==> src/rtl/latch_bank_pkg.sv <==
// latch_pkg: shared mode constants and channel slicing helper for latch_bank.
package latch_pkg;
  localparam int MODE_REG = 0;
  localparam int MODE_TRANSP = 1;
  function automatic int ch_lsb(input int ch, input int width);
    return ch * width;
  endfunction
endpackage

==> src/rtl/latch_bank_if.sv <==
// latch_bank_if: data/control bundle for latch_bank; q_par exists only with LATCH_BANK_PARITY_EN.
interface latch_bank_if #(
  parameter int WIDTH = 8,
  parameter int NCH = 4,
  parameter int CNT_W = 8
);
  logic [NCH*WIDTH-1:0] din;
  logic [NCH-1:0] enable;
  logic freeze;
  logic clr_chg;
  logic cnt_clr;
  logic [NCH*WIDTH-1:0] q;
  logic [NCH-1:0] chg;
  logic any_chg;
  logic [CNT_W-1:0] load_cnt;
`ifdef LATCH_BANK_PARITY_EN
  logic [NCH-1:0] q_par;
  modport master (output din, enable, freeze, clr_chg, cnt_clr, input q, chg, any_chg, load_cnt, q_par);
  modport slave (input din, enable, freeze, clr_chg, cnt_clr, output q, chg, any_chg, load_cnt, q_par);
`else
  modport master (output din, enable, freeze, clr_chg, cnt_clr, input q, chg, any_chg, load_cnt);
  modport slave (input din, enable, freeze, clr_chg, cnt_clr, output q, chg, any_chg, load_cnt);
`endif
endinterface

==> src/rtl/latch_bank_cell.sv <==
// latch_cell: one enable-gated hold channel with change flag; parity under LATCH_BANK_PARITY_EN.
module latch_cell import latch_pkg::*; #(
  parameter int WIDTH = 8,
  parameter int MODE = MODE_REG,
  parameter logic [WIDTH-1:0] RST_VAL = '0
) (
  input  logic clk,
  input  logic rst_n,
  input  logic [WIDTH-1:0] d,
  input  logic ld,
  input  logic clr,
  output logic [WIDTH-1:0] q,
  output logic chg
`ifdef LATCH_BANK_PARITY_EN
  ,
  output logic q_par
`endif
);
  logic [WIDTH-1:0] stored;
  logic bypass;
  // Gating with rst_n keeps the transparent path showing RST_VAL while in reset.
  assign bypass = (MODE == MODE_TRANSP) && ld && rst_n;
  assign q = bypass ? d : stored;
  always_ff @(posedge clk or negedge rst_n) begin
    if (!rst_n) begin
      stored <= RST_VAL;
      chg <= 1'b0;
    end else begin
      stored <= ld ? d : stored;
      chg <= (ld && (d != stored)) || (chg && !clr);
    end
  end
`ifdef LATCH_BANK_PARITY_EN
  logic par_r;
  assign q_par = bypass ? ^d : par_r;
  always_ff @(posedge clk or negedge rst_n) begin
    if (!rst_n) par_r <= ^RST_VAL;
    else par_r <= ld ? ^d : par_r;
  end
`endif
endmodule

==> src/rtl/latch_bank.sv <==
// latch_bank: NCH-channel capture bank with freeze, change flags and saturating load counter.
// Optional q_par output enabled by LATCH_BANK_PARITY_EN.
module latch_bank import latch_pkg::*; #(
  parameter int WIDTH = 8,
  parameter int NCH = 4,
  parameter int MODE = MODE_REG,
  parameter logic [WIDTH-1:0] RST_VAL = '0,
  parameter int CNT_W = 8
) (
  input logic clk,
  input logic rst_n,
  latch_bank_if.slave bus
);
  localparam logic [CNT_W-1:0] CNT_MAX = '1;
  logic [NCH-1:0] ld;
  logic [NCH-1:0] chg;
  logic [NCH*WIDTH-1:0] q;
  logic [CNT_W-1:0] cnt;
  assign ld = bus.enable & {NCH{~bus.freeze}};
  for (genvar i = 0; i < NCH; i++) begin : g_ch
    latch_cell #(.WIDTH(WIDTH), .MODE(MODE), .RST_VAL(RST_VAL)) u_cell (
      .clk(clk),
      .rst_n(rst_n),
      .d(bus.din[ch_lsb(i, WIDTH) +: WIDTH]),
      .ld(ld[i]),
      .clr(bus.clr_chg),
      .q(q[ch_lsb(i, WIDTH) +: WIDTH]),
      .chg(chg[i])
`ifdef LATCH_BANK_PARITY_EN
      ,
      .q_par(bus.q_par[i])
`endif
    );
  end
  // Counts cycles with any load, not channels loaded; clear beats increment.
  always_ff @(posedge clk or negedge rst_n) begin
    if (!rst_n) cnt <= '0;
    else cnt <= bus.cnt_clr ? '0 : ((|ld && cnt != CNT_MAX) ? cnt + CNT_W'(1) : cnt);
  end
  assign bus.q = q;
  assign bus.chg = chg;
  assign bus.any_chg = |chg;
  assign bus.load_cnt = cnt;
endmodule
==> src/flat_wrapper.sv <==
// flat-port wrapper written by rule: the top's interface ports become plain ports
module latch_bank_flat import latch_pkg::*;
#(
  parameter int WIDTH = 8,
  parameter int NCH = 4,
  parameter int MODE = MODE_REG,
  parameter logic [WIDTH-1:0] RST_VAL = '0,
  parameter int CNT_W = 8
)
  (clk, rst_n, bus_din, bus_enable, bus_freeze, bus_clr_chg, bus_cnt_clr, bus_q, bus_chg, bus_any_chg, bus_load_cnt);
  latch_bank_if #(.WIDTH(WIDTH), .NCH(NCH), .CNT_W(CNT_W)) bus_i ();
  input logic clk;
  input logic rst_n;
  input wire logic [$bits(bus_i.din)-1:0] bus_din;
  input wire logic [$bits(bus_i.enable)-1:0] bus_enable;
  input wire logic [$bits(bus_i.freeze)-1:0] bus_freeze;
  input wire logic [$bits(bus_i.clr_chg)-1:0] bus_clr_chg;
  input wire logic [$bits(bus_i.cnt_clr)-1:0] bus_cnt_clr;
  output wire logic [$bits(bus_i.q)-1:0] bus_q;
  output wire logic [$bits(bus_i.chg)-1:0] bus_chg;
  output wire logic [$bits(bus_i.any_chg)-1:0] bus_any_chg;
  output wire logic [$bits(bus_i.load_cnt)-1:0] bus_load_cnt;
  assign bus_i.din = bus_din;
  assign bus_i.enable = bus_enable;
  assign bus_i.freeze = bus_freeze;
  assign bus_i.clr_chg = bus_clr_chg;
  assign bus_i.cnt_clr = bus_cnt_clr;
  assign bus_q = bus_i.q;
  assign bus_chg = bus_i.chg;
  assign bus_any_chg = bus_i.any_chg;
  assign bus_load_cnt = bus_i.load_cnt;
  latch_bank #(.WIDTH(WIDTH), .NCH(NCH), .MODE(MODE), .RST_VAL(RST_VAL), .CNT_W(CNT_W)) u_core (.clk(clk), .rst_n(rst_n), .bus(bus_i));
endmodule
==> config.mk <==
export PLATFORM = sky130hd
export DESIGN_NAME = latch_bank_flat
export DESIGN_NICKNAME = d
export VERILOG_FILES = /design/src/rtl/latch_bank_pkg.sv /design/src/rtl/latch_bank_if.sv /design/src/rtl/latch_bank_cell.sv /design/src/rtl/latch_bank.sv /design/src/flat_wrapper.sv
export SDC_FILE = /design/constraint.sdc
export NUM_CORES = 1
export LEC_CHECK = 0
export BUFFER_PORTS_ARGS = -buffer_cell sky130_fd_sc_hd__buf_4
export CAP_MARGIN = 0
export CORE_ASPECT_RATIO = 1.25
export CORE_MARGIN = 4
export CORE_UTILIZATION = 40
export DETAILED_ROUTE_END_ITERATION = 10
export PLACE_DENSITY = 0.71
export SETUP_SLACK_MARGIN = 0.3
export SLEW_MARGIN = 20
export SYNTH_ARGS = -nofsm -noshare
export SYNTH_HDL_FRONTEND = slang
export SYNTH_SLANG_ARGS = --single-unit
==> constraint.sdc <==
create_clock -name clk -period 1.8 [get_ports clk]
set_input_delay 0.36 -clock clk [delete_from_list [all_inputs] [get_ports clk]]
set_output_delay 0.36 -clock clk [all_outputs]
set_load 0.05 [all_outputs]
Word level (Yosys, flattened, before mapping)
Cells that the tools add are included.
- bits in registers: 44
- latch bits: 0
- RAM bits: 0
- ROM bits: 0
- input port bits: 41
- memories: 0
- add/sub/neg operators: 1
- $mul: 0
- divide/modulo/power cells: 0
- $lt $le $gt $ge: 0
- equality and inequality tests: 5
- shifts and indexed selects: 0
- muxes and demuxes: 2
- bitwise operators: 2
- reduce and logical (&&, ||, !) cells: 17
- operators by type and width (kind ; count):
    8-bit inequality test ; 4
    8-bit two-way mux ; 2
    1-bit logical AND ; 9
    8-bit by 1-bit adder with 8-bit output, second input constant ; 1
    8-bit inequality test, second input constant ; 1
    4-bit OR reduction ; 2
    4-bit AND ; 1
    1-bit logical OR ; 4
    2-bit nonzero test ; 1
    1-bit zero test ; 1
    1-bit inverter ; 1

Logic depth before layout (Yosys ltp)
Gate-level depths: netlist of run 1.
- word-level depth: 6
- depth in mapped cells: 6

Modules after synthesis
From an unflattened synthesis of run 1, not the netlist that was laid out.
- cell total of the unflattened synthesis: 175
- area total of the unflattened synthesis: 2264.7 um2
- by module, submodules not included (module ; times used ; cells an instance ; area an instance (um2) ; sequential area each (um2)):
    latch_cell ; 4 ; 31 ; 434.2 ; 225.2
    latch_bank ; 1 ; 51 ; 528.0 ; 200.2

Worst setup path before layout of run 1
OpenSTA, ideal clock, no wires.
- path kind: flip-flop to flip-flop
- from: reg u_core.cnt[0] (netlist: u_core.bus.load_cnt[0])
- to: reg u_core.cnt[7] (netlist: u_core.bus.load_cnt[7])
- data arrival time: 2.090 ns
- required time: 1.722 ns
- path slack: -0.368 ns
- cell stages (with the launch flop): 7
- buffers on the path: 1
- cell sequence: dfrtp_1 ha_1 and3_1 a211o_1 buf_6 or4_1 a21oi_1
- longest elaborated chain between the ends: 3
- elaborated cells between the ends (all ways): 6
- RTL lines (what ; RTL line ; text):
    from (decl) ; latch_bank.sv:18 ; logic [CNT_W-1:0] cnt;
    from (signal assigned) ; latch_bank.sv:38 ; else cnt <= bus.cnt_clr ? '0 : ((|ld && cnt != CNT_MAX) ? cnt + CNT_W'(1) : cnt);
    8-bit by 1-bit adder with 8-bit output or 8-bit inequality test (tied branches) ; latch_bank.sv:38 ;
    8-bit two-way mux or 1-bit logical AND (tied branches) ; latch_bank.sv:38 ;
    8-bit two-way mux or 2-bit nonzero test (tied branches) ; - ;
Parallel ways exist; a longest one is shown, timed or not. The select of a mux whose other input is x is not followed.
A chain may end at the register's enable or synchronous reset.

Worst setup path after layout of run 1
- from: reg u_core.cnt[1] (netlist: u_core.bus.load_cnt[1])
- to: reg u_core.cnt[7] (netlist: u_core.bus.load_cnt[7])
The elaborated chain is that of the path after synthesis.

==> results of run 1 <==
final timing paths:
path | depth (start not counted) | slack, ns | endpoint | start
setup / recovery | 5 | -0.02 | u_core.bus.load_cnt[7] | u_core.bus.load_cnt[1]
hold / removal | 1 | 0.05 | u_core.g_ch[1].u_cell.q[3] | rst_n
setup reg to reg | 5 | -0.02 | u_core.bus.load_cnt[7] | u_core.bus.load_cnt[1]
hold reg to reg | 1 | 0.56 | u_core.g_ch[0].u_cell.q[0] | u_core.g_ch[0].u_cell.q[0]
max in group asynchronous | 1 | 1.34 | u_core.bus.load_cnt[5] | rst_n
min in group clk | 2 | 0.27 | u_core.g_ch[3].u_cell.chg | bus_clr_chg
state kept, by name, summed over array words and instances (netlist names):
register	flops
u_core.g_ch.u_cell.q	32
u_core.bus.load_cnt	8
u_core.g_ch.u_cell.chg	4
through the flow:
stage	hold WS (ns)	instances	total power [W]	TNS (ns)
floorplan	0.0644	180	0.00194	-0.137
global placement	0.394	327	0.00230	0
detailed placement	0.399	327	0.00231	-0.0407
CTS	0.0672	338	0.00310	0
global route	0.0826	342	0.00322	-0.197
finish	0.0454	342	0.00306	-0.0331
layer usage:
metal	vias up	part of all wire [%]
met4	0	0.96
met3	5	8.5
met2	66	51
met1	843	39
li1	825	-
met5	-	0
where the power goes:
| part | switching [W] | leakage, nW | internal, W |
|---|---|---|---|
| combinational | 0.000655 | 0.797 | 0.000434 |
| clock | 0.000341 | 0.0541 | 0.000411 |
| sequential | 0.000107 | 0.527 | 0.00111 |
repair_timing:
item / 4_1_cts / 5_1_grt
setup buffers: 3 / 4
pin swaps: 1 / 4
setup endpoints to repair: 7 / 8
gates resized for setup: 2 / 16
cell type report:
class | instances | share of cell area [%]
sequential | 44 | 34.9
multi-input combinational | 120 | 33.6
timing repair buffer | 102 | 24.9
tap | 62 | 2.44
clock buffer | 5 | 2.17
clock inverter | 3 | 1.34
inverter | 6 | 0.709
logic make-up (layout without fill, tap and decap cells):
kind of cell,count (synthesis),count (layout),share of synthesized area (%)
flip-flops,44,44,51.0
XOR/XNOR,33,33,13.4
multiplexers,32,32,16.7
AND/OR/NAND/NOR,32,32,8.86
AO/OA/AOI/OAI,22,22,5.73
buffers and inverters,16,116,3.82
adder cells (fa/ha/maj),1,1,0.579
placed cells by master (no fill, tap or decap), types with 2 or more instances in the layout:
cell	instances
clkbuf_8	5
or3_4	2
nand4_1	10
nand2_1	3
mux2_2	32
a21oi_2	4
inv_1	6
dfrtp_2	5
nor2b_1	4
buf_4	98
xnor2_1	33
nand3_1	3
buf_6	3
o31ai_1	2
o21ai_0	11
or4_4	2
dfrtp_1	39
a21oi_1	2
==> flow_summary.toml, run 1 <==
[flow_run]
maxCapViolations = 0

[detailed_routing]
drc = 0
wl_per_cell_um = 14.9
first_pass_iters = 4
viasPerCell = 5.08
postRouteWirelength_mm = 5.10
vias = 1739
antenna_left = 0
drtIter0Drc = 80

[global_routing]
antenna_found_initial = 0
gr-usage-all-layers_pct = 15.5
grtUsageMet1_pct = 18.8
grt-ovfl-total = 0
busiest_layer = "met2"
use_met2_pct = 25.4
grt_pass1_wl_mm = 8.15
met3_usage_pct = 5.47
grt_pass1_vias = 1797
grt_max_degree = 45

[run_status]
status = "finished, violations left"
violations = "setup timing"

[worst_setup_path]
endpoint_kind = "flip-flop"
crit_arrival_ns = 2.05
crit_required_ns = 2.03
crit_buf_inv = 0
criticalPathCategory = "reg2reg"
cp_cell_sequence = "ha_4 > and3_4 > a211o_4 > or4_1 > a21oi_2"
slowest_stage = "or4_1"
crit_fanout = 5
slowest_delay_ns = 0.49
path_delay_family = "simple AND/OR/NAND/NOR gates"
start_kind = "flip-flop"

[cells_and_area]
drive_gt1_share_pct = 58.2
nNetsFinal = 321
design_area_um2 = 3180
num_antenna_cells = 0
fill_cells = 452
fin_util_pct = 61.6
multiInputGateArea_um2 = 1070
syn_to_final_growth_pct = 47.0
seq_area_um2 = 1110

[synth]
synth_seq_cells = 44
synth.net_count = 222
synth_area_leaders = "dfrtp_1 (51%), mux2_2 (17%), xnor2_1 (13%), nand4_1 (2.9%), o21ai_0 (2.5%)"
yosys_most_used_dff = "dfrtp_1"
syn_avg_cell_area_um2 = 12.0
async_reset_ff_share_pct = 100
synth.top_cells.by_count = "dfrtp_1 (44), xnor2_1 (33), mux2_2 (32), o21ai_0 (11), nand4_1 (10)"
synth_top_area_share_pct = 51.0
yosysMostFrequentCell = "dfrtp_1"
synth_edf_count = 0
synth_seq_area_share_pct = 51.0
synth_cells = 180
yosys.area.top_type = "dfrtp_1"
ys_warn_count = 0
synth_area_um2 = 2160
synth.distinct_cells = 25

[cts]
clockBufferDepth = 2
clock-sinks = 44
cts_made_buffers = 5
tritoncts = "done"
clk_latency_ns = 0.29
cts_hold_buf = 0
h-tree-depth = 2
root_buffer = "clkbuf_8"
path_clk_slew_ns = 0.09

[sta]
setup_violations = 2
slew_viol_final = 0
final.setup_skew_ns = 0.00459
slew_headroom_pct = 62.4
tightest_slew_ns = 0.565
rsz0062_at_grt = "yes"
setup_ws_ns = -0.0200
min_period_ns = 1.82
fmax_mhz = 549
min_period_over_period_pct = 101
finalHoldViolCount = 0

[power_and_ir_drop]
p_per_area_nw_per_um2 = 962
peakVddDrop_mv = 0.705
leakagePower_nw = 1.38

[placement]
dpl.hpwl_mm = 3.66
pre_cts_ws_ns = -0.0232
gp_congestion = 0.846
portBuffers = 85
place_area_um2 = 2920

[floorplanning]
ios = 86
start_util_pct = 41.9
die_h_um = 90.2
die_w_um = 73.7
core_area_um2 = 5150
row_count = 29
dieArea_um2 = 6650

[worst_hold_path]
hold_class = "in2async"
Note: power is estimated with default switching activity, not from simulation.
==> inputs of run 2 (changes only) <==
--- a/config.mk
+++ b/config.mk
@@ -5,13 +5,14 @@
 export SDC_FILE = /design/constraint.sdc
 export NUM_CORES = 1
 export LEC_CHECK = 0
+export ABC_AREA = 1
 export BUFFER_PORTS_ARGS = -buffer_cell sky130_fd_sc_hd__buf_4
 export CAP_MARGIN = 0
 export CORE_ASPECT_RATIO = 1.25
 export CORE_MARGIN = 4
 export CORE_UTILIZATION = 40
 export DETAILED_ROUTE_END_ITERATION = 10
-export PLACE_DENSITY = 0.71
+export PLACE_DENSITY = 0.69
 export SETUP_SLACK_MARGIN = 0.3
 export SLEW_MARGIN = 20
 export SYNTH_ARGS = -nofsm -noshare
==> flow_summary.toml, run 2 <==
[global_routing]
grt_pass1_wl_mm = 9.40
grt_max_degree = 45
gr-usage-all-layers_pct = 15.9
antenna_found_initial = 0
grt-ovfl-total = 0
grt_pass1_vias = 2157

[sta]
fmax_mhz = 577
setup_violations = 0
min_period_over_period_pct = 96.2
finalHoldViolCount = 0
tightest_slew_ns = 0.557
fin_tns_setup_ns = 0
min_period_ns = 1.73
slew_viol_final = 0
rsz0062_at_grt = "yes"
slew_headroom_pct = 62.8
final.setup_skew_ns = 0.00323

[detailed_routing]
drc = 0
postRouteWirelength_mm = 5.53
first_pass_iters = 4
antenna_left = 0
drtIter0Drc = 54
viasPerCell = 4.52
wl_per_cell_um = 11.3
vias = 2215

[cells_and_area]
fill_cells = 563
num_antenna_cells = 0
largest_reg_flops = 32
final_cell_mix = "nand2_1 (170), buf_4 (88), dfrtp_1 (42)"
nNetsFinal = 465
final_common_cell = "nand2_1"
design_area_um2 = 3200
fin_util_pct = 55.4
drive_gt1_share_pct = 25.7
syn_to_final_growth_pct = 34.3

[worst_setup_path]
slowest_stage = "or4_4"
crit_buf_inv = 1
path_depth = 2
cp_cell_sequence = "or4_4 > buf_8"
path_delay_family = "simple AND/OR/NAND/NOR gates"
crit_arrival_ns = 1.37
crit_required_ns = 1.44
criticalPathCategory = "reg2out"
endpoint_kind = "output port"
ff2ff_path_depth = 9
start_kind = "flip-flop"
slowest_delay_ns = 0.54
crit_fanout = 2

[floorplanning]
ios = 86
die_h_um = 94.3
row_count = 31
core_area_um2 = 5780
die_w_um = 77.0
dieArea_um2 = 7260
start_util_pct = 41.2

[flow_run]
maxCapViolations = 0

[synth]
synth.net_count = 376
syn_avg_cell_area_um2 = 7.13
synth.top_cells.by_count = "nand2_1 (170), dfrtp_1 (44), inv_1 (37), xnor2_1 (20), nor2_1 (18)"
async_reset_ff_share_pct = 100
synth_edf_count = 0
synth_top_area_share_pct = 46.2
synth_area_um2 = 2380
synth_area_leaders = "dfrtp_1 (46%), nand2_1 (27%), xnor2_1 (7.4%), inv_1 (5.8%), o21ai_1 (3.2%)"
synth.distinct_cells = 19
ys_warn_count = 0
yosysMostFrequentCell = "nand2_1"
yosys.area.top_type = "dfrtp_1"
yosys_most_used_dff = "dfrtp_1"
synth_seq_area_share_pct = 46.2
synth_cells = 334
synth_seq_cells = 44

[cts]
clk_latency_ns = 0.29
tritoncts = "done"
h-tree-depth = 2
cts_hold_buf = 0
path_clk_slew_ns = 0.08
clock-sinks = 44
clockBufferDepth = 2
cts_made_buffers = 5
root_buffer = "clkbuf_8"

[placement]
portBuffers = 85
dpl.hpwl_mm = 4.38
gp_congestion = 0.858
place_area_um2 = 3080

[power_and_ir_drop]
leakagePower_nw = 1.79
peakVddDrop_mv = 0.469
p_per_area_nw_per_um2 = 887
finalPower_w = 0.00284

[run_status]
status = "finished, final reports clean"

[worst_hold_path]
hold_class = "in2async"
run 2: cell types whose count changed in the layout (fill, tap and decap cells not counted), sizes merged, moves of 10 or more:
cell and delta:
nand2 +171, inv +33, mux2 -32, nor2 +18, buf -13, xnor2 -13, nand4 -10
run 2: worst paths after layout:
path | start | to | slack (ns)
min | rst_n | u_core.g_ch[2].u_cell.q[5] | 0.05
min reg2reg | u_core.g_ch[1].u_cell.chg | u_core.g_ch[1].u_cell.chg | 0.53
max | u_core.g_ch[2].u_cell.chg | bus_any_chg | 0.07
max reg2reg | u_core.bus.load_cnt[0] | u_core.bus.load_cnt[5] | 0.42
max in group asynchronous | rst_n | u_core.bus.load_cnt[1] | 1.33
min in group clk | bus_din[15] | u_core.g_ch[1].u_cell.q[7] | 0.28
run 2: metal layers:
metal / vias up / track usage, % / share of wire [%]
met3: 7 / 4.03 / 6.7
li1: 1167 / - / -
met4: 0 / 5.34 / 1.3
met5: - / 0 / 0
met2: 59 / 28.2 / 48
met1: 982 / 18.7 / 44
run 2: timing repair:
action | in CTS | in global routing
endpoints found under the setup margin | 1 | 2
pin swaps | 0 | 1
setup buffers | 2 | 0
gates cloned | 0 | 1
gates resized for setup | 2 | 1
run 2: cell type report:
class                           count  area [µm²]  share of cell area, %
Inverter                           40         155                   4.85
Tap cell                           66        82.6                   2.58
Timing Repair Buffer               89         676                   21.1
Multi-Input combinational cell    243        1090                   34.1
Clock inverter                      2        10.0                  0.313
Sequential cell                    44        1100                   34.5
Clock buffer                        6        82.6                   2.58
run 2: stage by stage:
stage / hold slack (ns) / setup WS [ns] / std cells
3_3_place_gp: 0.398 / 0.360 / 479
5_1_grt: 0.0952 / 0.0345 / 490
3_5_place_dp: 0.393 / 0.342 / 479
6_report: 0.0512 / 0.0678 / 490
2_1_floorplan: 0.0644 / 0.303 / 334
4_1_cts: 0.0688 / 0.0535 / 489
run 2: power by group:
part           internal (W)  switching, W  leakage, nW
registers           0.00110      0.000108        0.551
logic              0.000351      0.000659         1.18
clock network      0.000306      0.000320       0.0510
run 2: worst register-to-register path, stage by stage, from the launching register on:
cell and delay (ns):
dfrtp_2 0.44, ha_1 0.23, nand2_2 0.11, nor2_4 0.05, nand2_2 0.05, nand2_2 0.09
nand2_4 0.12, clkinv_4 0.08, nand2_1 0.06, nand2_1 0.06
run 2: cells by family (layout without fill, tap and decap cells):
family	Yosys count	after routing	share of synthesized area [%]
xor+xnor	21	21	7.72
fa+ha+maj	1	1	0.525
compound gates	18	18	3.78
flops	44	44	46.2
buf+inv	48	137	8.40
simple gates	202	203	33.4
==> inputs of run 3 (changes only) <==
--- a/config.mk
+++ b/config.mk
@@ -8,7 +8,7 @@
 export ABC_AREA = 1
 export BUFFER_PORTS_ARGS = -buffer_cell sky130_fd_sc_hd__buf_4
 export CAP_MARGIN = 0
-export CORE_ASPECT_RATIO = 1.25
+export CORE_ASPECT_RATIO = 1.5
 export CORE_MARGIN = 4
 export CORE_UTILIZATION = 40
 export DETAILED_ROUTE_END_ITERATION = 10
==> flow_summary.toml, run 3 (synthesized netlist as in run 2, its figures left out) <==
[sta]
setup_ws_ns = 0.0650
min_period_over_period_pct = 96.4
slew_viol_final = 0
final.setup_skew_ns = 0.00816
fmax_mhz = 576
min_period_ns = 1.74
slew_headroom_pct = 62.8
fin_tns_setup_ns = 0
setup_violations = 0
finalHoldViolCount = 0
rsz0062_at_grt = "yes"
tightest_slew_ns = 0.558

[power_and_ir_drop]
leakagePower_nw = 1.80
finalPower_w = 0.00296
p_per_area_nw_per_um2 = 912
peakVddDrop_mv = 0.588

[worst_setup_path]
start_kind = "flip-flop"
rrSetupSlack_ns = 0.44
criticalPathCategory = "reg2out"
endpoint_kind = "output port"
startpoint = "u_core.g_ch[2].u_cell.chg"
timing.critical_path.to = "bus_any_chg"
ff2ff_path_depth = 8
slowest_stage = "or4_4"
crit_fanout = 2
r2r_start = "u_core.bus.load_cnt[1]"
slowest_delay_ns = 0.53
crit_required_ns = 1.44
timing.rr.end = "u_core.bus.load_cnt[5]"
crit_arrival_ns = 1.38
cp_cell_sequence = "or4_4 > buf_6"

[placement]
place_area_um2 = 3080
pre_cts_ws_ns = 0.361
portBuffers = 85
dpl.hpwl_mm = 4.38
gp_congestion = 0.780

[global_routing]
grtUsageMet1_pct = 19.0
met3_usage_pct = 3.61
use_met2_pct = 28.4
grt_pass1_vias = 2111
grt_pass1_wl_mm = 9.31
grt_max_degree = 45
antenna_found_initial = 0
gr-usage-all-layers_pct = 16.0
busiest_layer = "met2"
grt-ovfl-total = 0

[detailed_routing]
first_pass_iters = 4
antenna_left = 0
viasPerCell = 4.51
drc = 0
wl_per_cell_um = 11.3
vias = 2252
postRouteWirelength_mm = 5.65
drtIter0Drc = 64

[cts]
clk_latency_ns = 0.29
h-tree-depth = 2
clockBufferDepth = 2
path_clk_slew_ns = 0.08
root_buffer = "clkbuf_8"
tritoncts = "done"
clock-sinks = 44
cts_made_buffers = 5

[floorplanning]
dieArea_um2 = 7280
ios = 86
die_h_um = 103
start_util_pct = 41.2
die_w_um = 71.0
core_area_um2 = 5790
row_count = 34

[cells_and_area]
num_antenna_cells = 0
final_common_cell = "nand2_1"
final_cell_mix = "nand2_1 (170), buf_4 (91), dfrtp_1 (42)"
fill_cells = 558
syn_to_final_growth_pct = 36.2
multiInputGateArea_um2 = 1090
nNetsFinal = 468
largest_reg_flops = 32
design_area_um2 = 3240
fin_util_pct = 56.1
seq_area_um2 = 1100
drive_gt1_share_pct = 26.2

[run_status]
status = "finished, final reports clean"

[flow_run]
maxCapViolations = 0

[worst_hold_path]
hold_class = "in2async"
## run 3: changes by cell type in the layout (fill, tap and decap cells not counted)
cell,delta
clkbuf_8,-1
ha_1,-1
clkbuf_1,+1
buf_8,-1
buf_6,+1
bufinv_16,+1
buf_4,+3
ha_2,+1
clkinv_2,-1
## run 3: how the worst min path moves through the flow
stage           from                          to  slack [ns]  depth (start not counted)
2_1_floorplan  rst_n      u_core.bus.load_cnt[0]        0.06                          0
5_1_grt        rst_n   u_core.g_ch[2].u_cell.chg        0.09                          1
4_1_cts        rst_n   u_core.g_ch[2].u_cell.chg        0.07                          1
3_3_place_gp   rst_n  u_core.g_ch[0].u_cell.q[5]        0.40                          1
3_5_place_dp   rst_n  u_core.g_ch[0].u_cell.q[5]        0.40                          1
6_report       rst_n  u_core.g_ch[0].u_cell.q[4]        0.05                          1
## run 3: stage by stage
| step | cells | hold WS, ns |
|---|---|---|
| finish | 499 | 0.0516 |
| global route | 499 | 0.0907 |
| CTS | 495 | 0.0724 |
| detailed placement | 485 | 0.397 |
| global placement | 485 | 0.398 |
| floorplan | 334 | 0.0644 |
## run 3: worst max-delay path: cells and delay by family, from the launching register on
| family | cells | cell delay [ns] |
|---|---|---|
| AND/OR/NAND/NOR | 1 | 0.53 |
| flip-flops | 1 | 0.39 |
| buffers and inverters | 1 | 0.17 |
## run 3: metal layers
metal  vias to the layer above  routed length, µm
met3                         5                325
met5                         -                  0
met2                        60               2900
met1                      1012               2350
met4                         0                 68
li1                       1175                  -
## run 3: what timing repair did
| item | in CTS | in global routing |
|---|---|---|
| pin swaps | 0 | 1 |
| setup buffers | 2 | 3 |
| hold buffers | 0 | 0 |
| resized for setup | 1 | 2 |
| endpoints found under the setup margin | 1 | 5 |
| cloned | 0 | 1 |
## run 3: where the power goes
group          leakage (nW)  switching, W  total [W]  internal, W
sequential            0.551      0.000108    0.00120      0.00110
clock                0.0552      0.000319   0.000731     0.000412
combinational          1.19      0.000664    0.00102     0.000358
## run 3: layout make-up
| cell class | instances | share of cell area (%) |
|---|---|---|
| Clock inverter | 2 | 1.08 |
| Clock buffer | 6 | 2.24 |
| Inverter | 40 | 4.78 |
| Multi-Input combinational cell | 243 | 33.7 |
| Sequential cell | 44 | 34.0 |
| Tap cell | 72 | 2.78 |
| Timing Repair Buffer | 92 | 21.4 |
